### src/rtl/mac_result_writer.sv
// Signed 8x8 multiply-accumulate over K terms per result, with a 2-entry result
// buffer that drains over valid/ready and flags (never stalls on) overruns.
module mac_result_writer #(
    parameter int M     = 64,
    parameter int K     = 64,
    parameter int N     = 64,
    parameter int ACC_W = 32
) (
    input  logic                    clk,
    input  logic                    rst_n,
    input  logic                    pe_in_valid,
    input  logic signed [7:0]       pe_a,
    input  logic signed [7:0]       pe_b,
    input  logic                    clear_acc,
    output logic                    res_valid,
    input  logic                    res_ready,
    output logic signed [ACC_W-1:0] res_data,
    output logic [31:0]             res_addr,
    output logic                    busy,
    output logic                    done,
    output logic                    err_ovr,
    output logic                    err_seq,
    output logic                    err_sat
);
    localparam int KW = $clog2(K + 1);
    localparam logic [KW-1:0] K_FULL = KW'(K);
    localparam logic [KW-1:0] K_ONE  = KW'(1);
    localparam logic [31:0] LAST_ADDR = 32'(M * N - 1);
    localparam logic signed [ACC_W-1:0] ACC_MAX = {1'b0, {(ACC_W-1){1'b1}}};
    localparam logic signed [ACC_W-1:0] ACC_MIN = {1'b1, {(ACC_W-1){1'b0}}};

    // Stage 1: registered product and first-of-group flag
    logic               s1_valid;
    logic signed [15:0] s1_prod;
    logic               s1_first;
    logic               started;

    always_ff @(posedge clk or negedge rst_n) begin
        if (!rst_n) begin
            s1_valid <= 1'b0;
            s1_prod  <= '0;
            s1_first <= 1'b0;
            started  <= 1'b0;
        end else begin
            s1_valid <= pe_in_valid;
            if (pe_in_valid) begin
                s1_prod  <= pe_a * pe_b;
                s1_first <= clear_acc | ~started;
                started  <= 1'b1;
            end
        end
    end

    // Stage 2: accumulate with saturation and group sequencing
    logic signed [ACC_W-1:0] acc, acc_next, sum_sat;
    logic signed [ACC_W:0]   acc_ext, prod_ext, sum_wide;
    logic [KW-1:0]           k_cnt, k_next;
    logic                    sat_hit, sat_set, seq_hit, complete;

    always_comb begin
        acc_ext  = {acc[ACC_W-1], acc};
        prod_ext = {{(ACC_W-15){s1_prod[15]}}, s1_prod};
        sum_wide = acc_ext + prod_ext;
        sum_sat  = sum_wide[ACC_W-1:0];
        sat_hit  = 1'b0;
        if (sum_wide[ACC_W] != sum_wide[ACC_W-1]) begin
            sat_hit = 1'b1;
            sum_sat = sum_wide[ACC_W] ? ACC_MIN : ACC_MAX;
        end

        acc_next = acc;
        k_next   = k_cnt;
        sat_set  = 1'b0;
        seq_hit  = 1'b0;
        complete = 1'b0;
        if (s1_valid) begin
            if (s1_first) begin
                seq_hit  = (k_cnt != '0) && (k_cnt != K_FULL);
                acc_next = prod_ext[ACC_W-1:0];
                k_next   = K_ONE;
                complete = (K_ONE == K_FULL);
            end else if (k_cnt == K_FULL) begin
                // Term beyond a finished group is dropped
                seq_hit = 1'b1;
            end else begin
                acc_next = sum_sat;
                sat_set  = sat_hit;
                k_next   = k_cnt + K_ONE;
                complete = ((k_cnt + K_ONE) == K_FULL);
            end
        end
    end

    always_ff @(posedge clk or negedge rst_n) begin
        if (!rst_n) begin
            acc     <= '0;
            k_cnt   <= '0;
            err_seq <= 1'b0;
            err_sat <= 1'b0;
        end else begin
            acc   <= acc_next;
            k_cnt <= k_next;
            if (seq_hit) err_seq <= 1'b1;
            if (sat_set) err_sat <= 1'b1;
        end
    end

    // Result buffer: 2-entry FIFO, outputs driven from the head entry
    logic signed [ACC_W-1:0] buf_data [2];
    logic [31:0]             buf_addr [2];
    logic                    wr_ptr, rd_ptr;
    logic [1:0]              count;
    logic [31:0]             res_cnt;
    logic                    push, pop, accept;

    assign push      = complete;
    assign pop       = res_valid && res_ready;
    assign accept    = push && ((count != 2'd2) || pop);
    assign res_valid = (count != 2'd0);
    assign res_data  = buf_data[rd_ptr];
    assign res_addr  = buf_addr[rd_ptr];
    // A completed group holds no uncommitted data, only a partial one does
    assign busy      = s1_valid | ((k_cnt != '0) && (k_cnt != K_FULL)) | (count != 2'd0);

    always_ff @(posedge clk or negedge rst_n) begin
        if (!rst_n) begin
            buf_data[0] <= '0;
            buf_data[1] <= '0;
            buf_addr[0] <= '0;
            buf_addr[1] <= '0;
            wr_ptr      <= 1'b0;
            rd_ptr      <= 1'b0;
            count       <= 2'd0;
            res_cnt     <= '0;
            err_ovr     <= 1'b0;
            done        <= 1'b0;
        end else begin
            if (accept) begin
                buf_data[wr_ptr] <= acc_next;
                buf_addr[wr_ptr] <= res_cnt;
                wr_ptr           <= ~wr_ptr;
            end
            if (pop) rd_ptr <= ~rd_ptr;
            if (accept && !pop) begin
                count <= count + 2'd1;
            end else if (!accept && pop) begin
                count <= count - 2'd1;
            end
            // Dropped results still consume an address
            if (push) begin
                res_cnt <= (res_cnt == LAST_ADDR) ? '0 : res_cnt + 32'd1;
                if (!accept) err_ovr <= 1'b1;
            end
            if (pop && (res_addr == LAST_ADDR)) done <= 1'b1;
        end
    end
endmodule

### config.mk
export PLATFORM = sky130hd
export DESIGN_NAME = mac_result_writer
export DESIGN_NICKNAME = d
export VERILOG_FILES = /design/src/rtl/mac_result_writer.sv
export SDC_FILE = /design/constraint.sdc
export NUM_CORES = 1
export LEC_CHECK = 0
export CORE_MARGIN = 5
export CORE_UTILIZATION = 50
export CTS_BUF_LIST = sky130_fd_sc_hd__clkbuf_2 sky130_fd_sc_hd__clkbuf_4 sky130_fd_sc_hd__clkbuf_8
export DETAILED_ROUTE_END_ITERATION = 16
export GPL_ROUTABILITY_DRIVEN = 1
export PLACE_DENSITY = 0.68
export RECOVER_POWER = 50
export REMOVE_ABC_BUFFERS = 1
export SLEW_MARGIN = 25
export SYNTH_ARGS = -nofsm -noshare
export SYNTH_HDL_FRONTEND = slang
export SYNTH_SLANG_ARGS = --single-unit
### constraint.sdc
create_clock -name clk -period 4.1 [get_ports clk]
set_clock_uncertainty 0.05 [all_clocks]
set_input_delay 0.615 -clock clk [delete_from_list [all_inputs] [get_ports clk]]
set_output_delay 0.615 -clock clk [all_outputs]
set_load 0.03 [all_outputs]
# Word-level counts from Yosys, hierarchy flattened
# Index checks and enable logic that the tools add are counted.
[word_totals] wordCells=89 input_bits=21 output_inout_bits=70 reg_bits=226
[classes] addsub=5 bitwise=9 reduce_logical=15 eq_ne=8 multipliers=1 magnitude_cmp=3 mux=30
[op_table] op="two-way mux 32 bit" count=13
[op_table] op="bitwise mux 64 bit" count=2
[op_table] op="equality test 32 x 12 -> 1 bit, second input constant" count=2
[op_table] op="adder 32 x 16 -> 33 bit" count=1
[op_table] op="adder 32 x 1 -> 32 bit, second input constant" count=1
[op_table] op="demux 32 bit (select 1 bit)" count=1
[op_table] op="multiplier 8 x 8 -> 16 bit" count=1
[op_table] op="equality test 7 bit, second input constant" count=2
[op_table] op="two-way mux 7 bit" count=2
[op_table] op="two-way mux 1 bit" count=10
[op_table] op="adder 7 x 1 -> 7 bit, second input constant" count=1
[op_table] op="logical AND 1 bit" count=7
[op_table] op="inequality test 7 bit, second input constant" count=1
[op_table] op="nonzero test 7 bit" count=1
[op_table] op="greater-or-equal comparator 2 bit, second input constant" count=2
[op_table] op="two-way mux 2 bit" count=2
[op_table] op="inequality test 2 bit, second input constant" count=2
[op_table] op="NOT 1 bit" count=4
[op_table] op="NOT 1 -> 2 bit" count=2
[op_table] op="AND reduction 2 bit" count=2
[op_table] op="nonzero test 2 bit" count=2
[op_table] op="OR 1 bit" count=3
[op_table] op="adder 2 x 1 -> 2 bit, second input constant" count=1
[op_table] op="zero test 1 bit" count=2
[op_table] op="4 further kinds" count=4

# Depth between registers and ports, before layout
# Gate-level depths: netlist of run 1.
[logic_depth] depth_word=10 mapped_depth=19

# Least setup slack after synthesis of run 1
# OpenSTA, ideal clock, no wires.
[synth_timing] path_kind="input to register" startpoint="in pe_a[3]" endpoint="reg s1_prod[12]" t_required_ps=3925 stages=18 arrival_ps=4473 setup_ps=125 path_slack_ps=-548 path_cell_list="and2_1 > fa_1 > inv_1 > fa_1 > inv_1 > fa_1 > inv_1 > fa_1 > inv_1 > ha_1 > o21ai_0 > a21boi_0 > o21ai_0 > a21oi_1 > o21ai_0 > nor2b_1 > xnor2_1 > mux2_2"
[synth_via] elab_chain_len=1
[synth_rtl] element="from (decl)" line_no="12" rtl="input logic signed [7:0] pe_a,"
[synth_rtl] element="multiplier 8 x 8 -> 16 bit" line_no="47" rtl="s1_prod <= pe_a * pe_b;"
[synth_rtl] element="to (signal assigned)" line_no="47"
[synth_rtl] element="to (decl)" line_no="34" rtl="logic signed [15:0] s1_prod;"
# Every way passes these cells.
# A chain may end at the register's enable or synchronous reset.

# Final worst setup path of run 1
# Ends and elaborated chain as after synthesis.

==> results of run 1 <==
[what timing repair did]
item	4_1_cts	5_1_grt
gates resized for setup	121	35
endpoints found under the hold margin	0	0
pin swaps	47	22
cloned	0	0
buffers inserted	2	4
endpoints found under the setup margin	7	44
[cells in the mapped netlist (all sizes together), types with 14 or more instances]
library cell | number | area share, %
nor2 | 78 | 2.1
and2 | 49 | 2.1
nand2 | 319 | 8.4
mux2 | 85 | 6.7
ha | 66 | 5.7
dfrtp | 226 | 39
fa | 56 | 7.8
buf | 22 | 1.0
a21oi | 68 | 2.4
xor2 | 33 | 2.0
nor3 | 14 | 0.59
xnor2 | 42 | 2.6
inv | 103 | 2.7
nand3 | 28 | 1.1
o21ai | 108 | 4.0
nor2b | 18 | 0.78
clkbuf | 38 | 0.99
[metal layers]
metal / vias up / global-route usage (%) / part of all wire, %
li1: 5573 / - / -
met1: 5639 / 31.0 / 46
met2: 226 / 36.7 / 47
met3: 68 / 3.80 / 4.4
met4: 0 / 6.77 / 2.7
met5: - / 0 / 0
[worst max-delay path, delay by kind of cell]
family | cells | cell delay, ns
AO/OA/AOI/OAI | 5 | 0.62
XOR/XNOR | 1 | 0.11
adder cells (fa/ha/maj) | 5 | 2.40
buffers and inverters | 5 | 0.27
multiplexers | 1 | 0.25
AND/OR/NAND/NOR | 2 | 0.27
[flip-flops by register name, summed over array words and instances (netlist names)]
name / cells
done: 1
s1_prod: 16
acc: 32
err_sat: 1
k_cnt: 7
err_ovr: 1
err_seq: 1
rd_ptr: 1
res_cnt: 32
s1_valid: 1
count: 2
buf_addr: 64
buf_data: 64
started: 1
s1_first: 1
wr_ptr: 1
[logic make-up after synthesis]
logic type,after synthesis
AO/OA/AOI/OAI,287
buffers and inverters,163
flip-flops,226
AND/OR/NAND/NOR,573
XOR/XNOR,75
multiplexers,87
adder cells (fa/ha/maj),125
[per-stage QoR]
step                      area, um^2  util (%)  hold slack [ns]  setup TNS, ns
after floorplan                14100         -            0.269         -14.22
after global placement         16300      57.2            0.392          -8.77
after detailed placement       16300      57.2            0.396          -9.22
after CTS                      17300      60.6           0.0757              0
after global routing           17400      60.9            0.420         -0.896
final                          17400      60.9            0.405         -0.203
[cell type report]
cell class	count	area, um^2	area share, %
Multi-Input combinational cell	1147	8390	48.3
Timing Repair Buffer	198	1700	9.77
Clock inverter	6	38.8	0.223
Clock buffer	61	727	4.18
Tap cell	384	480	2.77
Sequential cell	226	5660	32.6
Inverter	103	387	2.23
[power breakdown]
part	internal, uW	switching, uW	total, uW
Sequential	2490	251	2740
Clock	1130	904	2030
Combinational	3100	4170	7270
[how the worst max path moves through the flow]
| stage | from | end | depth (start not counted) |
|---|---|---|---|
| 6_report | pe_a[3] | s1_prod[12] | 19 |
| 5_1_grt | pe_a[3] | s1_prod[12] | 19 |
| 4_1_cts | pe_a[0] | s1_prod[15] | 21 |
| 3_5_place_dp | pe_b[4] | s1_prod[12] | 20 |
| 3_3_place_gp | pe_a[7] | s1_prod[12] | 19 |
| 2_1_floorplan | k_cnt[0] | buf_data[33] | 8 |
==> impl_results.md, run 1 <==
- GRT Util Overall: between 20 and 25%
- Total Power: 12000 uW
- Synth Instances: 1536
- Failing checks: capacitance limit, slew limit, setup timing
- FF-to-FF End: buf_data[13]
- Main combinational cell family by area after synthesis: simple AND/OR/NAND/NOR gates
- Max-slew headroom: -70.1%
- Core footprint: 0.0285 mm^2
- Element type at the critical path end: register
- Yosys Warn Count: 0
- Post-route insts no fill: roughly 2100
- Min-Delay Endpoint: s1_first
- TritonCTS clock tree: built
- LEAKAGE: 0.00834 uW
- Final Hold Viols: 0
- Commonest non-fill, non-tap cell in the layout: nand2_1
- Avg Inst Size Synth: 9.38 um^2
- Adder and majority gate portion of the synthesized area: 13.7%
- ANT nets after route: 0
- Die Area: between 0.03 and 0.04 mm^2
- Sequential cell area fraction in the yosys report: between 30% and 40%
- Final setup vio count: 5
- Initial DRC count: approximately 710
- Via count: ~12000
- Synth async-reset ratio: 100%
- Status: finished with violations
- Hold Crit Depth: 1
- CP max-delay cell: fa_1
- Count of buffers from port buffering: 90
- Initial cell density of the core: 50.5%
- Synthesis-to-layout area growth: 20.5%
- Worst-case reg-to-reg path depth: 12
- ANT cells: 0
- Flop-to-flop setup slack: 0.36 ns
- Reg-to-reg startpoint: s1_prod[0]
- Width of the die: 180 um
- DIE HEIGHT: 180 um
- Pre-antenna DRT Iters: 5
- Clk root buf: clkbuf_8
- Number of buffers created by CTS: 38
- Initial antenna violation count: 0
- Max Fclk: 239 MHz
- Share of cells above drive strength 1: 21.1%
- Unrepaired setup endpoints after global routing: true
- Worst skew pair latency: roughly 0.54 ns
- Placed Cells: 2052
- Final cycle utilization of the critical path: 102%
- Boundary pin count: 91
- Post-synthesis simple-gate area fraction: between 10% and 20%
- DR DRC count: 0
- Largest net degree at the start of global routing: 102
- Final worst slack: -0.0821 ns
- Vias in the first global route: 11881
- Compound-cell area share of the yosys netlist: 12.7%
- Row count: between 60 and 70
- Max-slew violation count: 102
- Via/cell ratio: 5.41
- Hold/Removal Path Class: reg -> reg
- Fin crit period: 4.18 ns
- Synthesized area: 0.0144 mm^2
- Library cells used by synthesis: 79
- WL final: approximately 36 mm
- Crit path launch type: primary input
- Gr ovfl total: 0
- DR WL/cell: 17.0 um
- CTS Hold Buffers Added: 0
- Post-synthesis mux area share: 6.81%
- Most used cell along the critical path: fa_1
- Peak supply drop: 0.000385 V
- Nets: 1857
- Actual slew at the worst max-slew pin: 2.55 ns
- CTS Buffer Depth: 3
- Post-synth EDFFs: 0
- CP Class: in -> reg
- Fillers: between 2000 and 3000
- Gp weighted congestion: 0.936
- Most frequent cells in the layout: nand2_1 (314), dfrtp_1 (225), inv_1 (91)
- Hold path startpoint: started
- Synth Area in XOR/XNOR: 4.56%
- Power density cells: 693 mW/mm^2
- DP HPWL: between 20 and 30 mm
- Critical-path maximum fanout: 2
- Critical Path RT: 4.47 ns
- CTS clk-pin slew, worst paths: 0.06 ns
- CP max stage delay: 0.55 ns
- MaxCap Viol Count: 1
- CP arrival: 4.55 ns
- Global-route wire length before repair: 61.0 mm
- CP cell instances: buf_6 -> and2_4 -> fa_1 -> inv_2 -> fa_1 -> inv_2 -> fa_1 -> inv_1 -> fa_1 -> inv_2 -> ha_4 -> o21ai_4 -> a21boi_2 -> o21ai_2 -> a21oi_2 -> o21ai_2 -> nor2b_4 -> xnor2_1 -> mux2_4
- Setup slack at placement: -1.27 ns
- Sink Count: roughly 230
- Synth Register Bits: 226
- Primary FF master, synth: dfrtp_1
- H-tree levels: 2
Power figures use the tool's default switching activity.
==> inputs of run 2 (changes only) <==
--- a/config.mk
+++ b/config.mk
@@ -6,11 +6,12 @@
 export NUM_CORES = 1
 export LEC_CHECK = 0
 export CORE_MARGIN = 5
-export CORE_UTILIZATION = 50
+export CORE_UTILIZATION = 30
 export CTS_BUF_LIST = sky130_fd_sc_hd__clkbuf_2 sky130_fd_sc_hd__clkbuf_4 sky130_fd_sc_hd__clkbuf_8
+export CTS_CLUSTER_DIAMETER = 60
 export DETAILED_ROUTE_END_ITERATION = 16
 export GPL_ROUTABILITY_DRIVEN = 1
-export PLACE_DENSITY = 0.68
+export PLACE_DENSITY = 0.43
 export RECOVER_POWER = 50
 export REMOVE_ABC_BUFFERS = 1
 export SLEW_MARGIN = 25
==> run 2 against run 1 <==
  * The flow still finishes with violations (capacitance limit, slew limit, setup timing)
  * Fmax up 0.98%
  * Die area up 63%
  * Clock-buffer cell count decreased by 1
  * Sequential share of layout area fell by 1.4 points
  * Sequential power about the same
  * Hold slack worse by 0.0053 ns
  * Highest routed layer unchanged
==> impl_results.md, run 2 (same netlist as run 1, synthesis figures left out) <==
- Hold path startpoint: started
- Element type at the critical path end: register
- Number of buffers created by CTS: 41 (+7.9%)
- Final Hold Viols: 0 (unchanged)
- Width of the die: 229 um (+27%)
- ANT nets after route: 0 (unchanged)
- Placed Cells: 2313 (+13%)
- Flop-to-flop setup slack: 0.41 ns (+0.05 ns)
- Global-route wire length before repair: 67.8 mm (+11%)
- Commonest non-fill, non-tap cell in the layout: nand2_1
- Clk root buf: clkbuf_8
- H-tree levels: 2 (unchanged)
- Unrepaired setup endpoints after global routing: true
- Total Neg Setup Slack: -0.107 ns (+0.0961 ns)
- Hold/Removal Path Class: reg -> reg
- Worst skew pair latency: 0.58 ns (+0.04 ns)
- Status: finished with violations
- Critical-path maximum fanout: 3 (+1)
- LEAKAGE: 0.00857 uW (+2.8%)
- MaxCap Viol Count: 1 (unchanged)
- Synthesis-to-layout area growth: 25.8%
- Die Area: 0.0525 mm^2 (+63%)
- Max-slew violation count: 89 (-13%)
- CTS Buffer Depth: 3 (unchanged)
- Sink Count: 226 (unchanged)
- DR WL/cell: 17.2 um (+1.3%)
- Final worst slack: -0.0414 ns (+0.0407 ns)
- Row count: 80 (+29%)
- Final Instance Area: 0.0181 mm^2 (+4.4%)
- Crit. Startpoint: pe_a[4]
- Vias in the first global route: 12146 (+2.2%)
- Top Registers: buf_addr: 64 flops, buf_data: 64 flops
- Min-Delay Endpoint: s1_first
- CP Class: in -> reg
- Initial DRC count: 608 (-14%)
- FF-to-FF End: buf_data[41]
- Largest net degree at the start of global routing: 89 (-13%)
- WL final: 41.3 mm (+14%)
- Actual slew at the worst max-slew pin: 2.24 ns (-0.312 ns)
- DIE HEIGHT: 229 um (+27%)
- Fin crit period: 4.14 ns (-0.0407 ns)
- DR DRC count: 0 (unchanged)
- Nets: 1903 (+2.5%)
- Gr ovfl total: 0 (unchanged)
- Final hold slack: 0.400 ns (-0.00533 ns)
- Max-slew headroom: -49.3% (+21 points)
- DP HPWL: 30.0 mm (+13%)
- Post-route insts no fill: 2401 (+13%)
- Most frequent cells in the layout: nand2_1 (314), dfrtp_1 (226), buf_4 (124)
- Boundary pin count: 91 (unchanged)
- GRT Util Overall: 15.8% (-6.7 points)
- Worst-case reg-to-reg path depth: 12 (unchanged)
- Pre-antenna DRT Iters: 5 (unchanged)
- TritonCTS clock tree: built
- Via/cell ratio: 4.84 (-11%)
- Count of buffers from port buffering: 90 (unchanged)
- Via count: 11617 (+0.96%)
- CTS clk-pin slew, worst paths: 0.05 ns (about the same)
- Initial antenna violation count: 1 (+1)
- Max Fclk: 241 MHz (+0.98%)
- Final cycle utilization of the critical path: 101% (-0.99 points)
- Crit path launch type: primary input
- Fillers: 4877 (+95%)
- CP arrival: 4.53 ns (-0.02 ns)
- Failing checks: capacitance limit, slew limit, setup timing
- Reg-to-reg startpoint: s1_prod[0]
- Power density cells: 705 mW/mm^2 (+1.7%)
- Peak supply drop: 0.000472 V (+22%)
- DP Area: 0.0169 mm^2 (+3.5%)
- Share of cells above drive strength 1: 23.9% (+2.8 points)
- Hold Crit Depth: 1 (unchanged)
- Critical Path RT: 4.49 ns (+0.02 ns)
- Initial cell density of the core: 30.3% (-20 points)
- Gp weighted congestion: 0.817 (-13%)
- Core footprint: 0.0476 mm^2 (+67%)
- Final setup vio count: 5 (unchanged)
[run 2: worst max path at each step]
stage	end	slack, ns	cells past startpoint
2_1_floorplan	buf_data[33]	-0.70	8
3_3_place_gp	s1_prod[12]	-1.23	18
3_5_place_dp	s1_prod[12]	-1.28	18
4_1_cts	s1_prod[15]	0.002	19
5_1_grt	s1_prod[14]	-0.20	19
6_report	s1_prod[12]	-0.04	19
[run 2: timing repair]
item | in CTS | in global routing
setup buffers | 14 | 3
pin swaps | 59 | 38
endpoints found under the hold margin | 11 | 0
hold buffers | 1 | 0
setup endpoints to repair | 7 | 23
resized for setup | 126 | 33
[run 2: through the flow]
stage | power, uW | utilization (%) | worst slack [ns]
after detailed placement | 10100 | 35.5 | -1.28
after global routing | 13800 | 38.1 | -0.202
after CTS | 12800 | 38.1 | 0.00172
final | 12800 | 38.1 | -0.0414
after global placement | 10100 | 35.5 | -1.23
after floorplan | 7220 | - | -0.705
[run 2: area by class of cell]
class                           count  area, um^2  area share, %
Antenna cell                        1        2.50         0.0138
Sequential cell                   226        5660           31.2
Clock buffer                       60         776           4.28
Tap cell                          615         769           4.24
Timing Repair Buffer              241        2070           11.4
Multi-Input combinational cell   1147        8400           46.3
Clock inverter                      8        75.1          0.414
Inverter                          103         387           2.13
[run 2: report_power, final]
part / switching (uW) / internal [uW] / total, uW
Clock: 970 / 1270 / 2240
Sequential: 228 / 2490 / 2720
Combinational: 4370 / 3440 / 7810
[run 2: layer usage]
metal | share of wire (%) | vias to the layer above | wire length, um | GRT usage, %
li1 | - | 5651 | - | -
met1 | 48 | 5765 | 19800 | 22.1
met2 | 47 | 160 | 19300 | 25.8
met3 | 3.8 | 41 | 1580 | 2.82
met4 | 1.4 | 0 | 576 | 3.27
met5 | 0 | - | 0 | 0
[run 2: critical path: stages]
cell	delay, ns
buf_6	0.09
and2_4	0.15
fa_1	0.56
inv_2	0.04
fa_1	0.49
inv_2	0.04
fa_1	0.54
inv_2	0.04
fa_1	0.54
inv_2	0.05
ha_4	0.28
o21ai_4	0.07
a21boi_4	0.16
o21ai_2	0.08
a21oi_2	0.17
o21ai_2	0.08
nor2b_2	0.15
xnor2_1	0.12
mux2_2	0.26
==> RTL edit 1 (flow settings as in run 2) <==
Reset style: synchronous (`rst_n`), changed in 3 clocked blocks.
--- a/src/rtl/mac_result_writer.sv
+++ b/src/rtl/mac_result_writer.sv
@@ -36,5 +36,5 @@
     logic               started;
 
-    always_ff @(posedge clk or negedge rst_n) begin
+    always_ff @(posedge clk) begin
         if (!rst_n) begin
             s1_valid <= 1'b0;
@@ -92,5 +92,5 @@
     end
 
-    always_ff @(posedge clk or negedge rst_n) begin
+    always_ff @(posedge clk) begin
         if (!rst_n) begin
             acc     <= '0;
@@ -123,5 +123,5 @@
     assign busy      = s1_valid | ((k_cnt != '0) && (k_cnt != K_FULL)) | (count != 2'd0);
 
-    always_ff @(posedge clk or negedge rst_n) begin
+    always_ff @(posedge clk) begin
         if (!rst_n) begin
             buf_data[0] <= '0;
Behaviour: differs if rst_n is asserted again (counterexample within 4 cycles, from zero or initial values and one cycle with rst_n low); with rst_n held inactive, the same outputs for 10 cycles.
==> RTL edit 1 against run 2 <==
- the flow finishes with violations (max-capacitance violations, max-slew violations)
- sequential cell count rose by 1
- synthesized cell count fell by 3.1%
- worst setup slack improved by 0.061 ns
- count of clock-buffer cells in the layout rose by 7
- cell area fell by 0.50%
- utilization fell by 0.19 points
- synthesized area barely moved
- wire length fell by 3.8%
- critical path type unchanged
- largest cell class unchanged
Power is not compared: it rests on default switching activity, and its combinational part moved more than twofold at a synthesized area within 25%.
==> RTL edit 1: results (changes against run 2) <==
Placement
The instance area after placement is 16910 um^2 (was 16890 um^2). The detailed placer's ending HPWL was 29.22 mm (was 30.05 mm). The last weighted congestion value of the routability-driven placer is 0.8916 (was 0.8169).

Timing
The number of max-slew violations in the final report is 65 (was 89). The slew at the pin closest to its max-slew limit is 1.687 ns (was 2.239 ns). The worst hold slack is 0.4160 ns (was 0.3996 ns).

Job
The reported max-cap violation count is 1 (unchanged).

Critical path
The register-to-register setup slack is 0.14 ns (was 0.41 ns).

Routing
The wire length on met2 is 18.78 mm (was 19.31 mm). The per-cell via count in the routed design was 4.820 (was 4.838). The detailed-route wire length on metal 1 is 18.58 mm (was 19.81 mm).

The total length of routed wires is 39.72 mm (was 41.28 mm). The number of design-rule violations left by the first detailed-router iteration was 583 (was 608). The total length of routed met3 wires is 1.382 mm (was 1.584 mm).

Synth
The async set-or-reset flop fraction in the synthesized netlist is 0 (was 1.000). The number of distinct library cell variants in the gate-level netlist after synthesis is 70 (was 79). The most common flop cell mapped by yosys was sky130_fd_sc_hd__edfxtp_1 (was sky130_fd_sc_hd__dfrtp_1).

The mean cell area of the mapped netlist came to 9.677 um^2 (was 9.384 um^2). Largest cells by area after synthesis: sky130_fd_sc_hd__edfxtp_1, sky130_fd_sc_hd__dfxtp_1, sky130_fd_sc_hd__fa_1, sky130_fd_sc_hd__ha_1, sky130_fd_sc_hd__mux2_2 (was sky130_fd_sc_hd__dfrtp_1, sky130_fd_sc_hd__nand2_1, sky130_fd_sc_hd__fa_1, sky130_fd_sc_hd__mux2_2, sky130_fd_sc_hd__ha_1). The portion of the post-synthesis area used by sequential elements is 0.4046 (was 0.3924).

Global route
The global routing met3 resource utilization was 0.02304 (was 0.02824). The global-route track usage on met1 is 0.1977 (was 0.2205). The aggregate global-route resource usage is 0.1485 (was 0.1577). The met2 usage is 0.2516 (was 0.2580). The number of global-route vias before repair was 11530 (was 12150). The pin count of the biggest net entering global routing is 65 (was 89).

The wire length of the first global-routing pass is 63.60 mm (was 67.83 mm).

Clock network
The setup fix buffers added after clock tree synthesis is 6 (was 14). The clock latency of the later-clocked register in the worst-skew pair is 0.56 ns (was 0.58 ns). The number of gates resized after cts is 105 (was 126).

Final layout
The share of post-route cells with drive strength above 1 is 0.2076 (was 0.2392). The net count of the finished layout is 1845 (was 1903). The filler-free cell count of the finished design came to 2350 (was 2401).

Status
Violations in the final reports: max-capacitance violations, max-slew violations (was max-capacitance violations, max-slew violations, negative setup slack). Status: finished, violations left (unchanged).
-- RTL edit 1: cell types whose count changed after synthesis, sizes merged, moves of 14 or more --
cell,run 2,this run
and3,13,44
nand2,319,94
clkbuf,38,52
a21oi,68,85
mux2,85,71
dfxtp,0,99
and2,49,85
edfxtp,0,128
dfrtp,226,0
o21ai,108,65
nor2,78,194
-- RTL edit 1: kinds of logic after synthesis --
logic type / count (synthesis) / share of synthesized area
simple gates: 554 / 0.1903
compound gates: 255 / 0.1128
flops: 227 / 0.4046
buf+inv: 172 / 0.04596
fa+ha+maj: 122 / 0.1352
mux: 83 / 0.06560
xor+xnor: 75 / 0.04562
-- RTL edit 1: layout make-up --
class | instances | area [um^2]
multi-input combinational | 1089 | 8124
tap | 615 | 769.5
timing repair buffer | 235 | 1974
clock buffer | 67 | 859.6
sequential | 227 | 5826
fill | 4864 | 29600
antenna | 1 | 2.502
inverter | 108 | 405.4
clock inverter | 8 | 80.08
-- RTL edit 1: metrics by stage --
stage | setup slack (ns) | utilization
final | 0.01972 | 0.3787
after detailed placement | -1.355 | 0.3550
after CTS | -0.0008962 | 0.3807
after floorplan | -0.7562 | -
after global placement | -1.362 | 0.3550
after global routing | -0.1076 | 0.3787
-- RTL edit 1: worst paths after layout --
check                           startpoint              end  cells past startpoint
worst min-delay path               started          started                      2
worst min register to register     started          started                      2
worst max register to register  s1_prod[0]  buf_data[1][12]                     14
worst max-delay path               pe_b[3]      s1_prod[14]                     20
-- RTL edit 1: power groups by stage --
stage                     logic (mW)  clock network, mW  registers [mW]
after global placement          3.18                  0            2.68
final                           3.51               2.38            2.64
after global routing            3.95               2.57            2.65
after CTS                       3.44               2.47            2.63
after floorplan                 2.03                  0            2.67
after detailed placement        3.20                  0            2.68
==> RTL edit 2 (flow settings as in run 2) <==
Made on the original files. Change the parameter `N` from 64 to 48.
--- a/src/rtl/mac_result_writer.sv
+++ b/src/rtl/mac_result_writer.sv
@@ -4,5 +4,5 @@
     parameter int M     = 64,
     parameter int K     = 64,
-    parameter int N     = 64,
+    parameter int N     = 48,
     parameter int ACC_W = 32
 ) (
Behaviour: no difference found for any inputs over 4 cycles, from zero or initial values and one cycle with rst_n low; that may be too few to reach the edited logic, so the function may still have changed.
==> RTL edit 2 against run 2 <==
- the flow finishes with violations (max-capacitance violations, max-slew violations)
- power grew 7.2%
- die area grew 2.0%
- hold slack lost 0.012 ns
- worst setup slack gained 0.14 ns
- sequential cell count is the same
- synthesized area grew 2.1%
- cell area grew 0.94%
- wire length grew 5.7%
- sequential share of layout area shrank 0.28 points
==> RTL edit 2: results (changes against run 2) <==
Status
Status: finished, violations left (unchanged). Violations in the final reports: max-capacitance violations, max-slew violations (was max-capacitance violations, max-slew violations, negative setup slack).

Synth
The portion of the post-synthesis area used by sequential elements is 0.3842 (was 0.3924). Largest cells by area after synthesis: sky130_fd_sc_hd__dfrtp_1, sky130_fd_sc_hd__mux2_2, sky130_fd_sc_hd__fa_1, sky130_fd_sc_hd__nand2_1, sky130_fd_sc_hd__ha_1 (was sky130_fd_sc_hd__dfrtp_1, sky130_fd_sc_hd__nand2_1, sky130_fd_sc_hd__fa_1, sky130_fd_sc_hd__mux2_2, sky130_fd_sc_hd__ha_1). The async set-or-reset flop fraction in the synthesized netlist is 1.000 (unchanged). Synth top cells by count: sky130_fd_sc_hd__nand2_1, sky130_fd_sc_hd__dfrtp_1, sky130_fd_sc_hd__inv_1 (unchanged). The mean cell area of the mapped netlist is 9.340 um^2 (was 9.384 um^2).

The number of distinct library cell variants in the gate-level netlist after synthesis came to 73 (was 79).

Clock network
The clock-pin slew on the worst setup and hold paths was 0.05 ns (about the same). The cell chosen for the clock root is sky130_fd_sc_hd__clkbuf_8 (unchanged). The number of gates resized after cts was 106 (was 126). The setup fix buffers added after clock tree synthesis is 6 (was 14). The clock latency of the later-clocked register in the worst-skew pair is 0.61 ns (was 0.58 ns).

The clock buffer count from CTS came to 44 (was 41). The maximum level of the CTS H-tree is 2 (unchanged).

Critical path
The highest fanout seen on the critical path is 3 (unchanged). The worst-path cell with the longest stage delay is sky130_fd_sc_hd__fa_1 (unchanged). The kind of cell with the highest combined delay on the critical path is adder cells (unchanged). The worst path arrival time came to 4.43 ns (was 4.53 ns). The critical path's largest stage delay is 0.54 ns (was 0.56 ns).

Final layout
The share of post-route cells with drive strength above 1 came to 0.2246 (was 0.2392). Biggest registers after layout: buf_addr (64), buf_data (64) (unchanged). The layout filler cell count is 5014 (was 4877).

The net count of the finished layout is 1901 (was 1903).

Global route
The pin count of the biggest net entering global routing is 103 (was 89). The wire length of the first global-routing pass was 69.88 mm (was 67.83 mm). The initial antenna violation count is 0 (was 1). The aggregate global-route resource usage is 0.1631 (was 0.1577).

Power and ir drop
The worst supply voltage drop on vdd is 0.0002855 V (was 0.0004719 V). The static power due to leakage is 8.540 nW (was 8.572 nW).

Placement
The cell count after placement is 2367 (was 2313). The total of buffers placed on input and output ports came to 90 (unchanged). The detailed placer's ending HPWL was 31.58 mm (was 30.05 mm).

The worst setup slack before clock tree synthesis is -1.296 ns (was -1.276 ns). The last weighted congestion value of the routability-driven placer is 0.8256 (was 0.8169).

Routing
The number of iterations in the first detailed-routing pass is 6 (was 5). The per-cell via count in the routed design is 4.833 (was 4.838). The via count is 11870 (was 11620). The wire length per cell is 17.77 um (was 17.19 um). The number of design-rule violations left by the first detailed-router iteration is 626 (was 608).

Min path
The class of the most critical hold timing path is in -> reg (was reg -> reg).

Timing
The slew at the pin closest to its max-slew limit is 2.757 ns (was 2.239 ns). The number of max-slew violations in the final report is 103 (was 89).

Job
The reported max-cap violation count came to 1 (unchanged).
==> RTL edit 2: area by class of cell <==
type / count / area share
multi-input cells: 1168 / 0.4741
flip-flops and latches: 226 / 0.3091
repair buffers: 205 / 0.09653
clock buffers: 68 / 0.04669
well taps: 664 / 0.04539
inverters: 113 / 0.02317
clock inverters: 10 / 0.004922
diodes: 1 / 0.0001367
==> RTL edit 2: where the power goes <==
part	total, mW	leakage, nW	switching [mW]	internal, mW
Clock	2.43	0.500	1.03	1.39
Sequential	2.81	2.91	0.312	2.50
Combinational	8.46	5.13	4.82	3.63
Total	13.7	8.54	6.17	7.53
==> RTL edit 2: cells by family after synthesis <==
family | synth area share
muxes | 0.08109
buffers and inverters | 0.04947
xor gates and xnor gates | 0.04522
AOI/OAI and AO/OA | 0.1244
and+or+nand+nor | 0.1833
adders and majority gates | 0.1323
DFF | 0.3842
==> RTL edit 2: stage by stage <==
step	power, mW	instance area, um^2
final	13.70	18300
after global routing	14.80	18300
after CTS	13.68	18220
after detailed placement	10.90	17000
after global placement	10.93	17000
after floorplan	7.978	14420
==> RTL edit 2: worst paths after layout <==
check	start	end	slack, ns	cells past startpoint
hold / removal	pe_b[0]	s1_prod[0]	0.39	4
hold reg to reg	started	s1_first	0.40	1
max in group asynchronous	rst_n	acc[2]	0.97	2
min in group asynchronous	rst_n	buf_data[24]	0.84	1
setup reg to reg	s1_prod[0]	buf_data[6]	0.23	13
setup / recovery	pe_b[2]	s1_prod[13]	0.09	19
==> RTL edit 2: per-layer routing <==
metal,vias up,part of all wire,GRT usage
met5,-,0,0
met4,0,0.023,0.04383
met3,57,0.033,0.02903
met2,191,0.46,0.2600
met1,5856,0.49,0.2295
li1,5762,-,-
